$ cat config.mk
export PLATFORM = sky130hd
export DESIGN_NAME = pcie_ss_axis_demux
export DESIGN_NICKNAME = d
export VERILOG_FILES = /design/src/rtl/pcie_ss_axis_demux.sv
export SDC_FILE = /design/constraint.sdc
export NUM_CORES = 1
export LEC_CHECK = 0
export ABC_AREA = 1
export BUFFER_PORTS_ARGS = -buffer_cell sky130_fd_sc_hd__buf_2
export CORE_AREA = 2 2 702 704
export DETAILED_ROUTE_END_ITERATION = 16
export DIE_AREA = 0 0 704 706
export PLACE_DENSITY = 0.3
export SLEW_MARGIN = 20
export SYNTH_ARGS = -nofsm -noshare
export SYNTH_HDL_FRONTEND = slang
export SYNTH_SLANG_ARGS = --single-unit
$ cat constraint.sdc
create_clock -name clk -period 49.4 [get_ports clk]
set_clock_uncertainty 0.1 [all_clocks]
set_input_delay 0 -clock clk [delete_from_list [all_inputs] [get_ports clk]]
set_output_delay 0 -clock clk [all_outputs]
set_load 0.02 [all_outputs]
$ cat src/rtl/pcie_ss_axis_demux.sv
// Packet-routing AXI-S demux: the SOP beat's index field picks one of NUM_CH
// registered source ports; out-of-range packets are discarded and counted.
module pcie_ss_axis_demux #(
  parameter int unsigned NUM_CH      = 2,
  parameter int unsigned SEL_LSB     = 0,
  parameter int unsigned SEL_WIDTH   = (NUM_CH > 1) ? $clog2(NUM_CH) : 1,
  parameter int unsigned DROP_CNT_W  = 16,
  parameter int unsigned TDATA_WIDTH = 512,
  parameter int unsigned TUSER_WIDTH = 10
) (
  input  logic                                     clk,
  input  logic                                     rst_n,
  input  logic                                     i_sink_tvalid,
  input  logic [TDATA_WIDTH-1:0]                   i_sink_tdata,
  input  logic [TDATA_WIDTH/8-1:0]                 i_sink_tkeep,
  input  logic                                     i_sink_tlast,
  input  logic [TUSER_WIDTH-1:0]                   i_sink_tuser_vendor,
  output logic                                     o_sink_tready_c,
  output logic [NUM_CH-1:0]                        o_src_tvalid,
  output logic [NUM_CH-1:0][TDATA_WIDTH-1:0]       o_src_tdata,
  output logic [NUM_CH-1:0][TDATA_WIDTH/8-1:0]     o_src_tkeep,
  output logic [NUM_CH-1:0]                        o_src_tlast,
  output logic [NUM_CH-1:0][TUSER_WIDTH-1:0]       o_src_tuser_vendor,
  input  logic [NUM_CH-1:0]                        i_src_tready,
  output logic [DROP_CNT_W-1:0]                    drop_count
);

  localparam int unsigned KEEP_W = TDATA_WIDTH / 8;

  typedef enum logic [1:0] {ST_SOP, ST_FWD, ST_DROP} state_e;

  state_e                            r_state;
  state_e                            w_state_nxt;
  logic [SEL_WIDTH-1:0]              w_idx;
  logic [SEL_WIDTH-1:0]              w_dest;
  logic [SEL_WIDTH-1:0]              r_dest;
  logic                              w_in_range;
  logic                              w_dest_rdy;
  logic                              w_accept;
  logic                              w_sop_accept;
  logic                              w_drop_sop;
  logic [NUM_CH-1:0]                 w_out_ready;
  logic [NUM_CH-1:0]                 w_route;
  logic [NUM_CH-1:0]                 r_tvalid;
  logic [NUM_CH-1:0]                 r_tlast;
  logic [NUM_CH-1:0][TDATA_WIDTH-1:0] r_tdata;
  logic [NUM_CH-1:0][KEEP_W-1:0]     r_tkeep;
  logic [NUM_CH-1:0][TUSER_WIDTH-1:0] r_tuser;
  logic [DROP_CNT_W-1:0]             r_drop_count;

  assign w_idx       = i_sink_tdata[SEL_LSB +: SEL_WIDTH];
  assign w_out_ready = ~r_tvalid | i_src_tready;

  // State register
  always_ff @(posedge clk or negedge rst_n) begin
    if (!rst_n) r_state <= ST_SOP;
    else        r_state <= w_state_nxt;
  end

  // Next-state: only the SOP beat decides between forwarding and dropping
  always_comb begin
    w_state_nxt = r_state;
    case (r_state)
      ST_SOP:  if (w_accept && !i_sink_tlast) w_state_nxt = w_in_range ? ST_FWD : ST_DROP;
      ST_FWD,
      ST_DROP: if (w_accept && i_sink_tlast) w_state_nxt = ST_SOP;
      default: w_state_nxt = ST_SOP;
    endcase
  end

  // Routing and handshake: tready follows the destination register's free slot
  always_comb begin
    w_dest          = r_dest;
    w_in_range      = 1'b0;
    w_dest_rdy      = 1'b0;
    o_sink_tready_c = 1'b1;
    w_route         = '0;
    case (r_state)
      ST_SOP: begin
        w_dest     = w_idx;
        w_in_range = (32'(w_idx) < NUM_CH);
      end
      ST_FWD:  w_in_range = 1'b1;
      default: w_in_range = 1'b0;
    endcase
    for (int c = 0; c < NUM_CH; c++) begin
      if (w_dest == SEL_WIDTH'(c)) w_dest_rdy = w_out_ready[c];
    end
    if (w_in_range) o_sink_tready_c = w_dest_rdy;
    w_accept     = i_sink_tvalid & o_sink_tready_c;
    w_sop_accept = w_accept & (r_state == ST_SOP);
    w_drop_sop   = w_sop_accept & ~w_in_range;
    for (int c = 0; c < NUM_CH; c++) begin
      w_route[c] = w_accept & w_in_range & (w_dest == SEL_WIDTH'(c));
    end
  end

  // Destination latch and saturating packet-drop counter
  always_ff @(posedge clk or negedge rst_n) begin
    if (!rst_n) begin
      r_dest       <= '0;
      r_drop_count <= '0;
    end else begin
      if (w_sop_accept && w_in_range) r_dest <= w_idx;
      if (w_drop_sop && (r_drop_count != '1)) r_drop_count <= r_drop_count + DROP_CNT_W'(1);
    end
  end

  // Per-channel valid: reloads whenever the slot is free
  always_ff @(posedge clk or negedge rst_n) begin
    if (!rst_n) begin
      r_tvalid <= '0;
    end else begin
      for (int c = 0; c < NUM_CH; c++) begin
        if (w_out_ready[c]) r_tvalid[c] <= w_route[c];
      end
    end
  end

  // Per-channel payload registers, deliberately unreset
  always_ff @(posedge clk) begin
    for (int c = 0; c < NUM_CH; c++) begin
      if (w_out_ready[c] && w_route[c]) begin
        r_tdata[c] <= i_sink_tdata;
        r_tkeep[c] <= i_sink_tkeep;
        r_tlast[c] <= i_sink_tlast;
        r_tuser[c] <= i_sink_tuser_vendor;
      end
    end
  end

  assign o_src_tvalid       = r_tvalid;
  assign o_src_tdata        = r_tdata;
  assign o_src_tkeep        = r_tkeep;
  assign o_src_tlast        = r_tlast;
  assign o_src_tuser_vendor = r_tuser;
  assign drop_count         = r_drop_count;

endmodule

==> results of run 1 <==
[cell type report]
type,count,area share
clock buffer,189,0.0598
antenna,50,0.00179
inverter,8,0.000538
multi-input combinational,29,0.00267
tap,6475,0.116
timing repair buffer,2945,0.294
clock inverter,91,0.0123
sequential,1195,0.513
[stage by stage]
step / setup WS [ns] / power (mW)
floorplan: 22.24 / 2.08
global placement: 44.10 / 2.40
detailed placement: 44.06 / 2.40
CTS: 43.46 / 3.69
global route: 43.11 / 3.74
finish: 43.57 / 3.59
[cells in the mapped netlist]
cell      count  share of area
nand3_2       1        0.00028
nor2_1        1        0.00010
nand2_2       5        0.00087
nand3_4       1        0.00049
dfrtp_1      21          0.015
clkbuf_1     16         0.0017
inv_1         7        0.00073
o21ai_1       1        0.00014
a21oi_1       1        0.00014
o21ai_0       1        0.00014
nand2_4       1        0.00031
edfxtp_1   1174           0.98
inv_2         1        0.00010
nand3_1       5        0.00069
ha_1          2        0.00069
nand2_1       9        0.00094
or2_1         1        0.00017
[power breakdown]
| group | total (mW) | leakage, nW | internal [mW] | switching [mW] |
|---|---|---|---|---|
| logic | 0.950 | 12.1 | 0.216 | 0.734 |
| clock network | 1.16 | 2.46 | 0.668 | 0.492 |
| registers | 1.48 | 11.1 | 1.41 | 0.0703 |
| total | 3.59 | 25.6 | 2.29 | 1.30 |
[registers in the layout (all words and copies together), names as in the netlist]
signal and cells:
drop_count 16, o_src_tdata 1024, o_src_tkeep 128, o_src_tlast 2
o_src_tuser_vendor 20, o_src_tvalid 2, r_dest 1, r_state 2
[logic make-up after synthesis]
kind of cell	after synthesis
fa+ha+maj	2
simple gates	24
compound gates	3
buf+inv	24
flops	1195
[routing by layer]
metal | track usage | part of all wire | up-vias
met5 | 0 | 0.0015 | -
li1 | - | - | 11400
met4 | 0.0374 | 0.039 | 72
met1 | 0.136 | 0.39 | 14200
met2 | 0.196 | 0.46 | 1652
met3 | 0.0580 | 0.11 | 551
[timing repair]
item	4_1_cts	5_1_grt
setup endpoints to repair	0	0
endpoints found under the hold margin	1238	0
hold buffers	1141	0
[path summary, 6_finish.rpt]
path,from,endpoint,slack [ns]
worst max-delay path,r_state[1],o_src_tkeep[17],43.57
worst min-delay path,i_sink_tdata[281],o_src_tdata[793],0.06
worst max register to register,r_state[1],o_src_tkeep[17],43.57
worst min register to register,drop_count[1],drop_count[1],0.27
max in group asynchronous,rst_n,drop_count[12],48.64
min in group asynchronous,rst_n,drop_count[2],0.38
==> reports/qor.txt, run 1 <==
Status: finished clean
Largest net degree at the start of global routing: 139
Critical Path End Type: flop
Setup CP Type: flop to flop
CTS H-tree depth: 4
Setup TNS: 0 ns
CP dominant cell by count: buf_4
Most frequent cells in the layout: buf_2 (1784), edfxtp_1 (1174), dlygate4sd3_1 (1140)
Post-CTS Setup Inserts: 0
WP data required: 49.71 ns
Pwr Density: 51.4 nW/um^2
Initial antenna violation count: 207
PortBufs: 1784
CTS root buffer: clkbuf_16
Die area: 497000 sq um
Area of the multi-input gates: 186 sq um
Final instance area: 69800 sq um
Dpl hpwl: 261000 um
Placed Instances: 9511
Area growth, synth to finish: 93.6%
Yosys warns: 0
First-pass DRT Iterations: 5
Sequential-to-total area share from yosys stat: 0.993
Drt initial violations: 1972
Post-DP Area: 53200 sq um
Number of global-route vias before repair: 28600
CTS tree: done
Syn Area/Cell: 28.9 sq um
Crit path max fanout: 60
Slew Viols, Final: 0
Worst Reg-to-Reg Cells: 16
Register area: 35800 sq um
Highest clock rate: 171 MHz
Number of remaining DRC errors: 0
Bufs and invs on worst path: 8
Synth Cell Area: 36000 sq um
Simple-gate area share of the yosys netlist: 0.00385
# fillers: 54800
Clk slew on worst S/H paths: 0.06 ns
Count of final hold-check violations: 0
Std cell rows: 257
Relative slew slack: 0.277
Starting Density: 0.0737
Fin crit share: 0.118
I/O pins: 1785
CP arrival: 6.14 ns
Adder-cell share of the synthesized area: 0.000694
Die H: 706 um
Mapped Cells: 1248
Biggest cell delay along the critical path: 0.77 ns
Utilization after layout: 0.143
Worst-path cell chain: inv_1 -> ha_1 -> nand2_1 -> nand2_2 -> nand2_2 -> nand3_4 -> nand2_2 -> dlygate4sd3_1 -> inv_2 -> nand2_1 -> nor2_4 -> buf_4 -> buf_4 -> buf_4 -> buf_4 -> buf_4
Mux cell area share after synthesis: 0
CTS max path bufs: 4
Stages on worst setup path: 16
Vias: 27800
Hold Slack: 0.0577 ns
Share of cells above drive strength 1: 0.460
Num CTS Buffers: 157
Post-DRT Antenna Nets: 0
Number of synthesized register bits: 1195
RSZ-0062 raised after global routing: no
Fin crit period: 5.83 ns
Count of cell types in the netlist: 17
Gr usage total: 0.119
Complex-gate fraction of the synthesized area: 0.000417
Final #Nets: 4930
Least-Margin Pin Slew: 1.08 ns
First-pass GRT wire length: 374000 um
Largest family of logic cells by synthesized area: simple AND/OR/NAND/NOR gates
Worst-skew pair later-pin latency: 0.83 ns
Setup-failing EPs final: 0
Hold Path Class: primary input to flop
Synth Area in XOR/XNOR: 0
Drt via density: 2.54
Max_cap viols: 0
Critical path's top delay family: buffers and inverters
Post-Syn Nets: 1842
Static Leakage: 25.6 nW
GPL Wtd Cong: 0.948
Post-CTS Resized: 0
Critical path's slowest cell: buf_4
Worst Hold Depth: 2
CP Launch Type: flop
Routed length per placed instance: 28.2 um
Commonest non-fill, non-tap cell in the layout: buf_2
Total grt overflow: 0
Total Wirelength: 310000 um
Die X: 704 um
Finished Layout Cells: 11000
Core area: 489000 sq um
Worst VDD drop: 43.9 uV
Clock sink total: 1195
Power figures use the tool's default switching activity.
==> run 2: changes to the inputs <==
- ABC_AREA: 1 -> 0
- CORE_AREA: 2 2 702 704 -> 2 2 691 693
- DIE_AREA: 0 0 704 706 -> 0 0 693 695
- clock period: 49.4 -> 6.07 ns (I/O delays scaled with it)
==> run 2 against run 1 <==
Critical path depth down 9. Critical path type unchanged. Cell count is 1.8% lower. Via count about the same. Flip-flop and latch count unchanged. Non-clock buffer count grew 27. Clock-buffer cell count decreased by 4. Total power grew to 7.7 times the previous value. Sequential share of layout area is 0.18 points lower. Critical endpoint is now o_src_tdata[241]. Clock power rose to 8.3 times the previous value.
==> reports/qor.txt, run 2 <==
Highest clock rate: 279 MHz
Relative slew slack: 0.395
Dpl hpwl: 251000 um
Highest metal used: met5
Std cell rows: 253
Total grt overflow: 0
Largest net degree at the start of global routing: 116
Post-Syn Nets: 1837
M1 WL: 121000 um
Hold Path Class: primary input to flop
Number of remaining DRC errors: 0
Crit path max fanout: 50
Die area: 482000 sq um
Gr usage total: 0.120
Static Leakage: 25.8 nW
Setup-failing EPs final: 0
# fillers: 52800
Number of global-route vias before repair: 28700
Pwr Density: 392 nW/um^2
Most frequent cells in the layout: buf_2 (1784), edfxtp_1 (1174), dlygate4sd3_1 (1166)
WL met2: 141000 um
GPL Wtd Cong: 0.916
Largest register FFs: 1024
Drt initial violations: 2042
Cell Int Power: 18.0 mW
Die X: 693 um
Post-DRT Antenna Nets: 0
Yosys top cell area share: 0.977
Fin crit period: 3.59 ns
Clock sink total: 1195
Final instance area: 70000 sq um
CTS root buffer: clkbuf_16
Fin crit share: 0.591
Share of cells above drive strength 1: 0.456
Num CTS Buffers: 162
Worst VDD drop: 217 uV
Syn Area/Cell: 29.0 sq um
Post-DP Area: 53100 sq um
Setup CP Type: flop to flop
Slew Viols, Final: 0
Count of final hold-check violations: 0
Met3 WL: 30000 um
Area growth, synth to finish: 94.1%
CTS tree: done
RSZ-0062 raised after global routing: no
Status: finished clean
Initial antenna violation count: 172
Drt via density: 2.58
Placed Instances: 9278
First-pass GRT wire length: 363000 um
CTS H-tree depth: 4
Synth top area cells: edfxtp_1 (98%), dfrtp_1 (1.5%), clkbuf_1 (0.17%)
Sequential-to-total area share from yosys stat: 0.992
Async set-reset flop share out of synthesis: 0.0176
CP arrival: 3.92 ns
Cell taking the most area after synthesis: edfxtp_1
CTS max path bufs: 4
Final #Nets: 4956
Post-CTS Resized: 0
Total power: 27.5 mW
Combinational Power Share: 0.233
CP Launch Type: flop
Sequential share of power: 0.415
Commonest non-fill, non-tap cell in the layout: buf_2
Total Wirelength: 303000 um
Routed length per placed instance: 28.1 um
Count leader, synth: edfxtp_1
Clk slew on worst S/H paths: 0.05 ns
PortBufs: 1784
I/O pins: 1785
Predominant post-synthesis flop cell: edfxtp_1
Vias: 27800
Critical Path End Type: flop
Yosys warns: 0
Max_cap viols: 0
Core area: 474000 sq um
Net switching power: 9.46 mW
Finished Layout Cells: 10800
Post-synth top cells: edfxtp_1 (1174), dfrtp_1 (21), clkbuf_1 (16), inv_1 (3), nand2_1 (3)
Least-Margin Pin Slew: 0.908 ns
Post-route setup slack: 2.48 ns
Count of cell types in the netlist: 24
Worst-skew pair later-pin latency: 0.82 ns
Number of synthesized flops with an enable pin: 1174
Number of synthesized register bits: 1195
Switching Share: 0.344
WP data required: 6.40 ns
Pre-CTS WS: 2.26 ns
Synth Cell Area: 36100 sq um
Utilization after layout: 0.148
Clock power share: 0.352
Die H: 695 um
Mapped Cells: 1243
First-pass DRT Iterations: 6
Starting Density: 0.0761
## run 2: power groups by stage
stage	clock network, mW	logic, mW	registers, mW
2_1_floorplan	0	0.675	13.7
3_3_place_gp	0	5.95	11.6
3_5_place_dp	0	5.93	11.6
4_1_cts	10.1	6.67	11.4
5_1_grt	10.4	6.75	11.5
6_report	9.68	6.39	11.4
## run 2: worst paths after layout
path | start | to | slack [ns] | depth (start not counted)
setup / recovery | r_state[0] | o_src_tdata[241] | 2.48 | 7
hold / removal | i_sink_tdata[37] | o_src_tdata[549] | 0.04 | 2
setup reg to reg | r_state[0] | o_src_tdata[241] | 2.48 | 7
hold reg to reg | drop_count[13] | drop_count[13] | 0.27 | 0
max in group asynchronous | rst_n | drop_count[1] | 5.01 | 4
min in group asynchronous | rst_n | drop_count[10] | 0.48 | 4
## run 2: cells by family (layout without fill, tap and decap cells)
kind of cell / count (synthesis) / in the layout / share of synthesized area
DFF: 1195 / 1195 / 0.992
buffers and inverters: 20 / 3268 / 0.00229
AOI/OAI and AO/OA: 13 / 13 / 0.00274
and+or+nand+nor: 11 / 11 / 0.00173
adders and majority gates: 2 / 2 / 0.000693
muxes: 2 / 2 / 0.00104
other: 0 / 45 / 0
## run 2: worst max-delay path, stage by stage, from the launching register on
cell and delay [ns]:
dfrtp_1 0.41, inv_1 0.10, ha_2 0.33, mux2i_4 0.37, o211ai_1 0.21, nor2b_4 0.59, buf_4 0.34, buf_4 0.65
## run 2: cell type report
| class | instances | area [sq um] | share of cell area |
|---|---|---|---|
| inverters | 3 | 11.3 | 0.000161 |
| diodes | 45 | 113 | 0.00161 |
| well taps | 6247 | 7820 | 0.112 |
| multi-input cells | 28 | 249 | 0.00355 |
| repair buffers | 2972 | 20900 | 0.299 |
| flip-flops and latches | 1195 | 35800 | 0.511 |
| clock inverters | 108 | 981 | 0.0140 |
| clock buffers | 185 | 4170 | 0.0596 |
## run 2: stage by stage
stage | setup TNS, ns | hold WS (ns)
2_1_floorplan | -8527.98 | -0.396
3_3_place_gp | 0 | -0.103
3_5_place_dp | 0 | -0.0955
4_1_cts | 0 | 0.000284
5_1_grt | 0 | 0.0260
6_report | 0 | 0.0418
## run 2: routing by layer
layer	vias to the layer above	global-route usage
met1	14300	0.142
met5	-	0
met2	1530	0.197
li1	11500	-
met3	496	0.0492
met4	56	0.0371
## run 2: what timing repair did
| item | 4_1_cts | 5_1_grt |
|---|---|---|
| setup buffers | 0 | 0 |
| hold buffers | 1166 | 1 |
| endpoints found under the hold margin | 1340 | 21 |
